## config.mk

```make
export PLATFORM = sky130hd
export DESIGN_NAME = decode_stage
export DESIGN_NICKNAME = d
export VERILOG_FILES = /design/src/rtl/riscv_pkg.sv /design/src/rtl/regfile.sv /design/src/rtl/decode_stage.sv
export SDC_FILE = /design/constraint.sdc
export NUM_CORES = 2
export LEC_CHECK = 0
export CORE_MARGIN = 2
export CORE_UTILIZATION = 40
export CTS_BUF_LIST = sky130_fd_sc_hd__clkbuf_4 sky130_fd_sc_hd__clkbuf_8
export DETAILED_ROUTE_END_ITERATION = 8
export GPL_ROUTABILITY_DRIVEN = 0
export PLACE_DENSITY = 0.54
export SYNTH_ARGS = -nofsm -noshare
export SYNTH_HDL_FRONTEND = slang
export SYNTH_SLANG_ARGS = --single-unit
```

## constraint.sdc

```tcl
create_clock -name clk -period 3.9 [get_ports clk]
set_input_delay 0.975 -clock clk [delete_from_list [all_inputs] [get_ports clk]]
set_output_delay 0.975 -clock clk [all_outputs]
set_load 0.02 [all_outputs]
```

## src/rtl/riscv_pkg.sv

```systemverilog
// Shared RV32I definitions for the decode stage.
// Holds the opcode constants, the instruction placed in the IF/ID slot after
// reset or flush, and the enumerations for immediate format, ALU operation and
// writeback result source.
package riscv_pkg;

  localparam logic [6:0] OP_LOAD   = 7'b0000011;
  localparam logic [6:0] OP_STORE  = 7'b0100011;
  localparam logic [6:0] OP_RTYPE  = 7'b0110011;
  localparam logic [6:0] OP_ITYPE  = 7'b0010011;
  localparam logic [6:0] OP_BRANCH = 7'b1100011;
  localparam logic [6:0] OP_JAL    = 7'b1101111;

  // addi x0,x0,0
  localparam logic [31:0] NOP_INSTR = 32'h00000013;

  typedef enum logic [1:0] {
    IMM_I = 2'b00,
    IMM_S = 2'b01,
    IMM_B = 2'b10,
    IMM_J = 2'b11
  } imm_src_e;

  typedef enum logic [2:0] {
    ADD = 3'b000,
    SUB = 3'b001,
    AND = 3'b010,
    OR  = 3'b011,
    SLT = 3'b101
  } alu_ctrl_e;

  typedef enum logic [1:0] {
    RES_ALU = 2'b00,
    RES_MEM = 2'b01,
    RES_PC4 = 2'b10
  } result_src_e;

endpackage

```

## src/rtl/regfile.sv

```systemverilog
// 32 x XLEN integer register file: two combinational read ports, one
// synchronous write port, asynchronous active-low clear.
// Ports:
//   clk, rst_n          clock, async active-low reset (clears all registers)
//   i_we, i_waddr,
//   i_wdata             write port (writes to x0 are discarded)
//   i_raddr1/2          read addresses
//   o_rdata1/2          read data, with same-cycle write bypass
module regfile #(
  parameter int XLEN = 32
) (
  input  logic            clk,
  input  logic            rst_n,
  input  logic            i_we,
  input  logic [4:0]      i_waddr,
  input  logic [XLEN-1:0] i_wdata,
  input  logic [4:0]      i_raddr1,
  input  logic [4:0]      i_raddr2,
  output logic [XLEN-1:0] o_rdata1,
  output logic [XLEN-1:0] o_rdata2
);

  logic [XLEN-1:0] r_regs [32];
  logic            w_wr_en;
  logic [1:0][4:0]      w_raddr;
  logic [1:0][XLEN-1:0] w_rdata;

  assign w_wr_en = i_we && (i_waddr != 5'd0);

  // Entry 0 is never written, so it reads back as zero after reset.
  always_ff @(posedge clk or negedge rst_n) begin
    if (!rst_n) begin
      for (int i = 0; i < 32; i++) begin
        r_regs[i] <= '0;
      end
    end else if (w_wr_en) begin
      r_regs[i_waddr] <= i_wdata;
    end
  end

  assign w_raddr = {i_raddr2, i_raddr1};

  // A write landing this cycle is forwarded so ID sees the value WB produces.
  for (genvar gi = 0; gi < 2; gi++) begin : g_rd
    assign w_rdata[gi] = (w_wr_en && (i_waddr == w_raddr[gi])) ? i_wdata
                                                               : r_regs[w_raddr[gi]];
  end

  assign o_rdata1 = w_rdata[0];
  assign o_rdata2 = w_rdata[1];

endmodule

```

## src/rtl/decode_stage.sv

```systemverilog
// RV32I ID stage: IF/ID pipeline register (stall/flush/valid), control decode,
// immediate generation and the register file with writeback bypass.
// Ports:
//   clk, rst                    clock, async active-low reset
//   InstrFD, PCF, PCPlus4FD     fetch-side instruction and PCs
//   StallD, FlushD              IF/ID hold / squash (flush has priority)
//   RegWriteW, RdW, ResultW     writeback port into the register file
//   RD1D, RD2D, ImmExtD         operands and sign-extended immediate
//   Rs1D, Rs2D, RdD             register indices
//   PCD, PCPlus4D               registered PCs
//   RegWriteD .. ALUControlD    control signals for EX/MEM/WB
//   ValidD, IllegalD            slot holds a real / an unsupported instruction
module decode_stage #(
  parameter int          XLEN      = 32,
  parameter logic [31:0] NOP_INSTR = riscv_pkg::NOP_INSTR
) (
  input  logic            clk,
  input  logic            rst,
  input  logic [31:0]     InstrFD,
  input  logic [XLEN-1:0] PCF,
  input  logic [XLEN-1:0] PCPlus4FD,
  input  logic            StallD,
  input  logic            FlushD,
  input  logic            RegWriteW,
  input  logic [4:0]      RdW,
  input  logic [XLEN-1:0] ResultW,
  output logic [XLEN-1:0] RD1D,
  output logic [XLEN-1:0] RD2D,
  output logic [XLEN-1:0] ImmExtD,
  output logic [4:0]      Rs1D,
  output logic [4:0]      Rs2D,
  output logic [4:0]      RdD,
  output logic [XLEN-1:0] PCD,
  output logic [XLEN-1:0] PCPlus4D,
  output logic            RegWriteD,
  output logic            MemWriteD,
  output logic            JumpD,
  output logic            BranchD,
  output logic            ALUSrcD,
  output logic [1:0]      ResultSrcD,
  output logic [2:0]      ALUControlD,
  output logic            ValidD,
  output logic            IllegalD
);

  import riscv_pkg::*;

  logic [31:0]     r_instr;
  logic [XLEN-1:0] r_pc;
  logic [XLEN-1:0] r_pc4;
  logic            r_valid;

  // IF/ID register: flush beats stall.
  always_ff @(posedge clk or negedge rst) begin
    if (!rst) begin
      r_instr <= NOP_INSTR;
      r_pc    <= '0;
      r_pc4   <= '0;
      r_valid <= 1'b0;
    end else if (FlushD) begin
      r_instr <= NOP_INSTR;
      r_pc    <= '0;
      r_pc4   <= '0;
      r_valid <= 1'b0;
    end else if (!StallD) begin
      r_instr <= InstrFD;
      r_pc    <= PCF;
      r_pc4   <= PCPlus4FD;
      r_valid <= 1'b1;
    end
  end

  logic [6:0]  w_opcode;
  logic [2:0]  w_funct3;
  logic        w_reg_write;
  logic        w_mem_write;
  logic        w_branch;
  logic        w_jump;
  logic        w_alu_src;
  logic        w_legal;
  logic        w_is_rtype;
  result_src_e w_result_src;
  imm_src_e    w_imm_src;
  alu_ctrl_e   w_alu_ctrl;
  alu_ctrl_e   w_alu_arith;

  assign w_opcode = r_instr[6:0];
  assign w_funct3 = r_instr[14:12];

  // ALU op for R-type and I-ALU; funct7[5] selects sub only for R-type since
  // the I-type form carries immediate bits there.
  always_comb begin
    w_alu_arith = ADD;
    case (w_funct3)
      3'b000:  w_alu_arith = ((w_opcode == OP_RTYPE) && r_instr[30]) ? SUB : ADD;
      3'b010:  w_alu_arith = SLT;
      3'b110:  w_alu_arith = OR;
      3'b111:  w_alu_arith = AND;
      default: w_alu_arith = ADD;
    endcase
  end

  always_comb begin
    w_reg_write  = 1'b0;
    w_mem_write  = 1'b0;
    w_branch     = 1'b0;
    w_jump       = 1'b0;
    w_alu_src    = 1'b0;
    w_result_src = RES_ALU;
    w_imm_src    = IMM_I;
    w_alu_ctrl   = ADD;
    w_legal      = 1'b1;
    w_is_rtype   = 1'b0;
    case (w_opcode)
      OP_LOAD: begin
        w_reg_write  = 1'b1;
        w_result_src = RES_MEM;
        w_alu_src    = 1'b1;
      end
      OP_STORE: begin
        w_mem_write = 1'b1;
        w_alu_src   = 1'b1;
        w_imm_src   = IMM_S;
      end
      OP_RTYPE: begin
        w_reg_write = 1'b1;
        w_is_rtype  = 1'b1;
        w_alu_ctrl  = w_alu_arith;
      end
      OP_ITYPE: begin
        w_reg_write = 1'b1;
        w_alu_src   = 1'b1;
        w_alu_ctrl  = w_alu_arith;
      end
      OP_BRANCH: begin
        w_branch   = 1'b1;
        w_imm_src  = IMM_B;
        w_alu_ctrl = SUB;
      end
      OP_JAL: begin
        w_reg_write  = 1'b1;
        w_jump       = 1'b1;
        w_result_src = RES_PC4;
        w_imm_src    = IMM_J;
      end
      default: w_legal = 1'b0;
    endcase
  end

  always_comb begin
    ImmExtD = '0;
    if (!w_is_rtype) begin
      case (w_imm_src)
        IMM_I:   ImmExtD = {{(XLEN-12){r_instr[31]}}, r_instr[31:20]};
        IMM_S:   ImmExtD = {{(XLEN-12){r_instr[31]}}, r_instr[31:25], r_instr[11:7]};
        IMM_B:   ImmExtD = {{(XLEN-12){r_instr[31]}}, r_instr[7], r_instr[30:25],
                            r_instr[11:8], 1'b0};
        IMM_J:   ImmExtD = {{(XLEN-20){r_instr[31]}}, r_instr[19:12], r_instr[20],
                            r_instr[30:21], 1'b0};
        default: ImmExtD = '0;
      endcase
    end
  end

  // Anything that changes architectural state is gated by the valid bit.
  assign RegWriteD   = r_valid & w_reg_write;
  assign MemWriteD   = r_valid & w_mem_write;
  assign BranchD     = r_valid & w_branch;
  assign JumpD       = r_valid & w_jump;
  assign IllegalD    = r_valid & ~w_legal;
  assign ALUSrcD     = w_alu_src;
  assign ResultSrcD  = w_result_src;
  assign ALUControlD = w_alu_ctrl;
  assign ValidD      = r_valid;
  assign PCD         = r_pc;
  assign PCPlus4D    = r_pc4;
  assign Rs1D        = r_instr[19:15];
  assign Rs2D        = r_instr[24:20];
  assign RdD         = r_instr[11:7];

  regfile #(.XLEN(XLEN)) u_regfile (
    .clk      (clk),
    .rst_n    (rst),
    .i_we     (RegWriteW),
    .i_waddr  (RdW),
    .i_wdata  (ResultW),
    .i_raddr1 (Rs1D),
    .i_raddr2 (Rs2D),
    .o_rdata1 (RD1D),
    .o_rdata2 (RD2D)
  );

endmodule

```

==> metrics.md <==
| Metric | Value |
|---|---|
| Startpoint Class | `flop` |
| Clock sink total | `1121` |
| WP data arrival | `around 3400 ps` |
| Global-route wire length before repair | `293 mm` |
| Placed cells | `around 6000` |
| Fin crit period | `4320 ps` |
| Hold Slack | `approximately 390 ps` |
| Vias | `between 30000 and 40000` |
| Num ports | `between 300 and 400` |
| Commonest cells in the netlist | `1118 x dfrtp_1, 994 x mux2_2, 504 x mux4_2` |
| Non-Filler Instances | `between 6000 and 7000` |
| First DRT Iteration DRCs | `3389` |
| TritonCTS buffer count | `just under 200` |
| Buf/Inv on CP | `5` |
| Post-DP HPWL | `about 120 mm` |
| MaxCap Viol Count | `0` |
| Drt pass-1 iters | `5` |
| Synth area leader | `dfrtp_1` |
| Setup CP Type | `reg2out` |
| Layout cells sized above 1 | `56.5%` |
| Synth Register Bits | `1121` |
| CTS tree | `yes` |
| Largest stage delay, worst path | `a little under 600 ps` |
| Post-layout nets | `between 4000 and 5000` |
| Initial antenna violation count | `4` |
| Largest net degree at the start of global routing | `84` |
| Synthesized instance count | `3890` |
| Post-synth EDFFs | `0` |
| Final hold vios | `0` |
| Worst-Margin Slew | `~880 ps` |
| Worst path required time | `2920 ps` |
| DP Worst Slack | `-583 ps` |
| Worst setup margin | `-423 ps` |
| Clk_lat worst skew | `approximately 900 ps` |
| GRT Total Usage | `27.6%` |
| Post-route core utilization | `between 50% and 60%` |
| Most used cell along the critical path | `buf_12` |
| Worst-path fanout max | `8` |
| Top cells by area, synth | `dfrtp_1 48%, mux4_2 20%, mux2_2 19%, o22ai_1 2.7%, mux2i_1 1.7%` |
| Final period util | `111%` |
| Core area | `~0.14 mm^2` |
| Sequential cell area fraction in the yosys report | `about half` |
| Initial Util | `40.4%` |
| Die width | `roughly 390 um` |
| Grt ovf | `0` |
| Pwr Density | `about 470 mW/mm^2` |
| FF+latch area | `between 0.02 and 0.03 mm^2` |
| Routed Antenna Nets | `0` |
| Clock transition at path regs | `60 ps` |
| R2r setup slk | `between 2000 and 2500 ps` |
| CP max-delay cell | `or4_4` |
| Leakage | `approximately 0.031 uW` |
| Synth Cell Area | `around 0.058 mm^2` |
| DR WL/cell | `32.2 um` |
| Post-DR vias/cell | `about 6.1` |
| Bufs on Longest Clock Path | `3` |
| Asr flop ratio synth | `100%` |
| Status | `finished, violations left` |
| Number of global-route vias before repair | `39471` |
| Count of buffers from port buffering | `~320` |
| Worst clock skew | `0 ps` |
| Violated checks | `negative setup slack` |
| Unique masters post-synth | `56` |
| Yosys warns | `0` |
| Normalized max-slew margin | `between 40% and 50%` |
| Syn Nets | `between 4000 and 5000` |
| Setup crit end kind | `primary output` |
| Mean area per synthesized cell | `14.9 um^2` |
| Critical Path, Cell by Cell | `buf_12 -> buf_12 -> buf_16 -> buf_12 -> mux4_2 -> o22ai_2 -> or4_4 -> o21ai_2 -> buf_6` |
| Multi-input gate area | `0.0287 mm^2` |
| Synth Flop Type | `dfrtp_1` |
| Layout area overhead | `23.9%` |
| Most frequent cell after synthesis | `dfrtp_1` |
| Crit path max-delay family | `buffers and inverters` |
| # setup viols final | `between 60 and 70` |
| Total design power | `around 34000 uW` |
| FMAX | `231 MHz` |
| Maximum VDD drop | `roughly 0.29 mV` |
| Row Count | `between 100 and 150` |
| DIE HEIGHT | `roughly 390 um` |
| Die footprint | `0.148 mm^2` |
| DRC | `0` |
| Min-delay worst type | `reg2reg` |
| Htree depth | `4` |
| Clock root buffer | `clkbuf_8` |
| Filler cells | `around 12000` |
| RSZ-0062 raised after global routing | `yes` |
| Yosys top cell area share | `~48%` |
| Final Max Tran Viols | `0` |
| Final WL | `205 mm` |
==> final cells by class <==
cell class	instances	share of cell area [%]
well taps	1903	3.31
inverters	5	0.0313
multi-input cells	2298	39.8
clock inverters	18	0.217
clock buffers	316	5.42
flip-flops and latches	1121	39.0
diodes	1	0.00347
repair buffers	704	12.2
==> metrics by stage <==
stage,instance area (um^2),TNS (ps)
final,72000,-21440
after floorplan,58200,0
after detailed placement,65600,-29290
after global routing,72000,-28420
after CTS,71000,-27550
after global placement,65600,-28590
==> per-layer routing <==
metal  track usage, %  routed length (um)  vias to the layer above
met5                0                   0                        -
met4             7.79                5420                        0
met3             4.65               13000                      331
met2             43.2               96700                     1331
met1             39.8               90000                    21369
li1                 -                   -                    15927
==> final timing paths <==
path,start,endpoint,cells after the start
max,r_instr[20],RD2D[25],9
min,u_regfile.r_regs[1001],u_regfile.r_regs[1001],0
max reg2reg,r_instr[20],r_instr[20],6
min reg2reg,u_regfile.r_regs[1001],u_regfile.r_regs[1001],0
max in group asynchronous,rst,r_instr[21],4
min in group asynchronous,rst,u_regfile.r_regs[607],2
==> repair_timing <==
| item | 4_1_cts | 5_1_grt |
|---|---|---|
| buffers inserted | 18 | 30 |
| endpoints found under the setup margin | 106 | 86 |
| pin swaps | 40 | 56 |
| cloned | 23 | 10 |
| gates resized for setup | 646 | 187 |
| hold endpoints to repair | 17 | 0 |
| hold buffers | 1 | 0 |
==> cell families after synthesis <==
kind of cell,after synthesis,share of synthesized area (%)
multiplexers,1604,40.7
flip-flops,1121,48.2
buffers and inverters,471,4.26
AO/OA/AOI/OAI,350,3.69
AND/OR/NAND/NOR,334,2.92
XOR/XNOR,10,0.151
==> sequential cells by signal, summed over array words and instances, names as in the netlist <==
name,count
PCD,32
PCPlus4D,32
ValidD,1
r_instr,32
u_regfile.r_regs,1024
==> power breakdown <==
part / switching [uW] / internal (uW) / total, uW
sequential: 1460 / 13700 / 15200
clock: 5080 / 6290 / 11400
combinational: 2880 / 4420 / 7300
total: 9420 / 24400 / 33800
==> cell usage in the layout (no fill, tap or decap), types with 7 or more instances in the layout <==
| cell type | n |
|---|---|
| clkbuf_16 | 9 |
| nand2_1 | 68 |
| buf_12 | 149 |
| buf_6 | 57 |
| nor2_1 | 110 |
| buf_16 | 31 |
| dfrtp_1 | 1111 |
| or4_4 | 62 |
| nand3b_1 | 7 |
| dlygate4sd2_1 | 19 |
| mux2_2 | 994 |
| clkinv_2 | 8 |
| o22ai_2 | 37 |
| clkbuf_8 | 245 |
| o22ai_1 | 213 |
| a21o_1 | 8 |
| nor2_4 | 12 |
| mux2i_1 | 100 |
| clkbuf_2 | 9 |
| nand2_4 | 17 |
| mux4_2 | 504 |
| clkdlybuf4s50_1 | 215 |
| buf_8 | 8 |
| o21ai_1 | 10 |
| buf_2 | 11 |
| clkbuf_4 | 71 |
| o21ai_2 | 51 |
| buf_4 | 186 |
No activity file was read; power rests on OpenSTA's default activity.
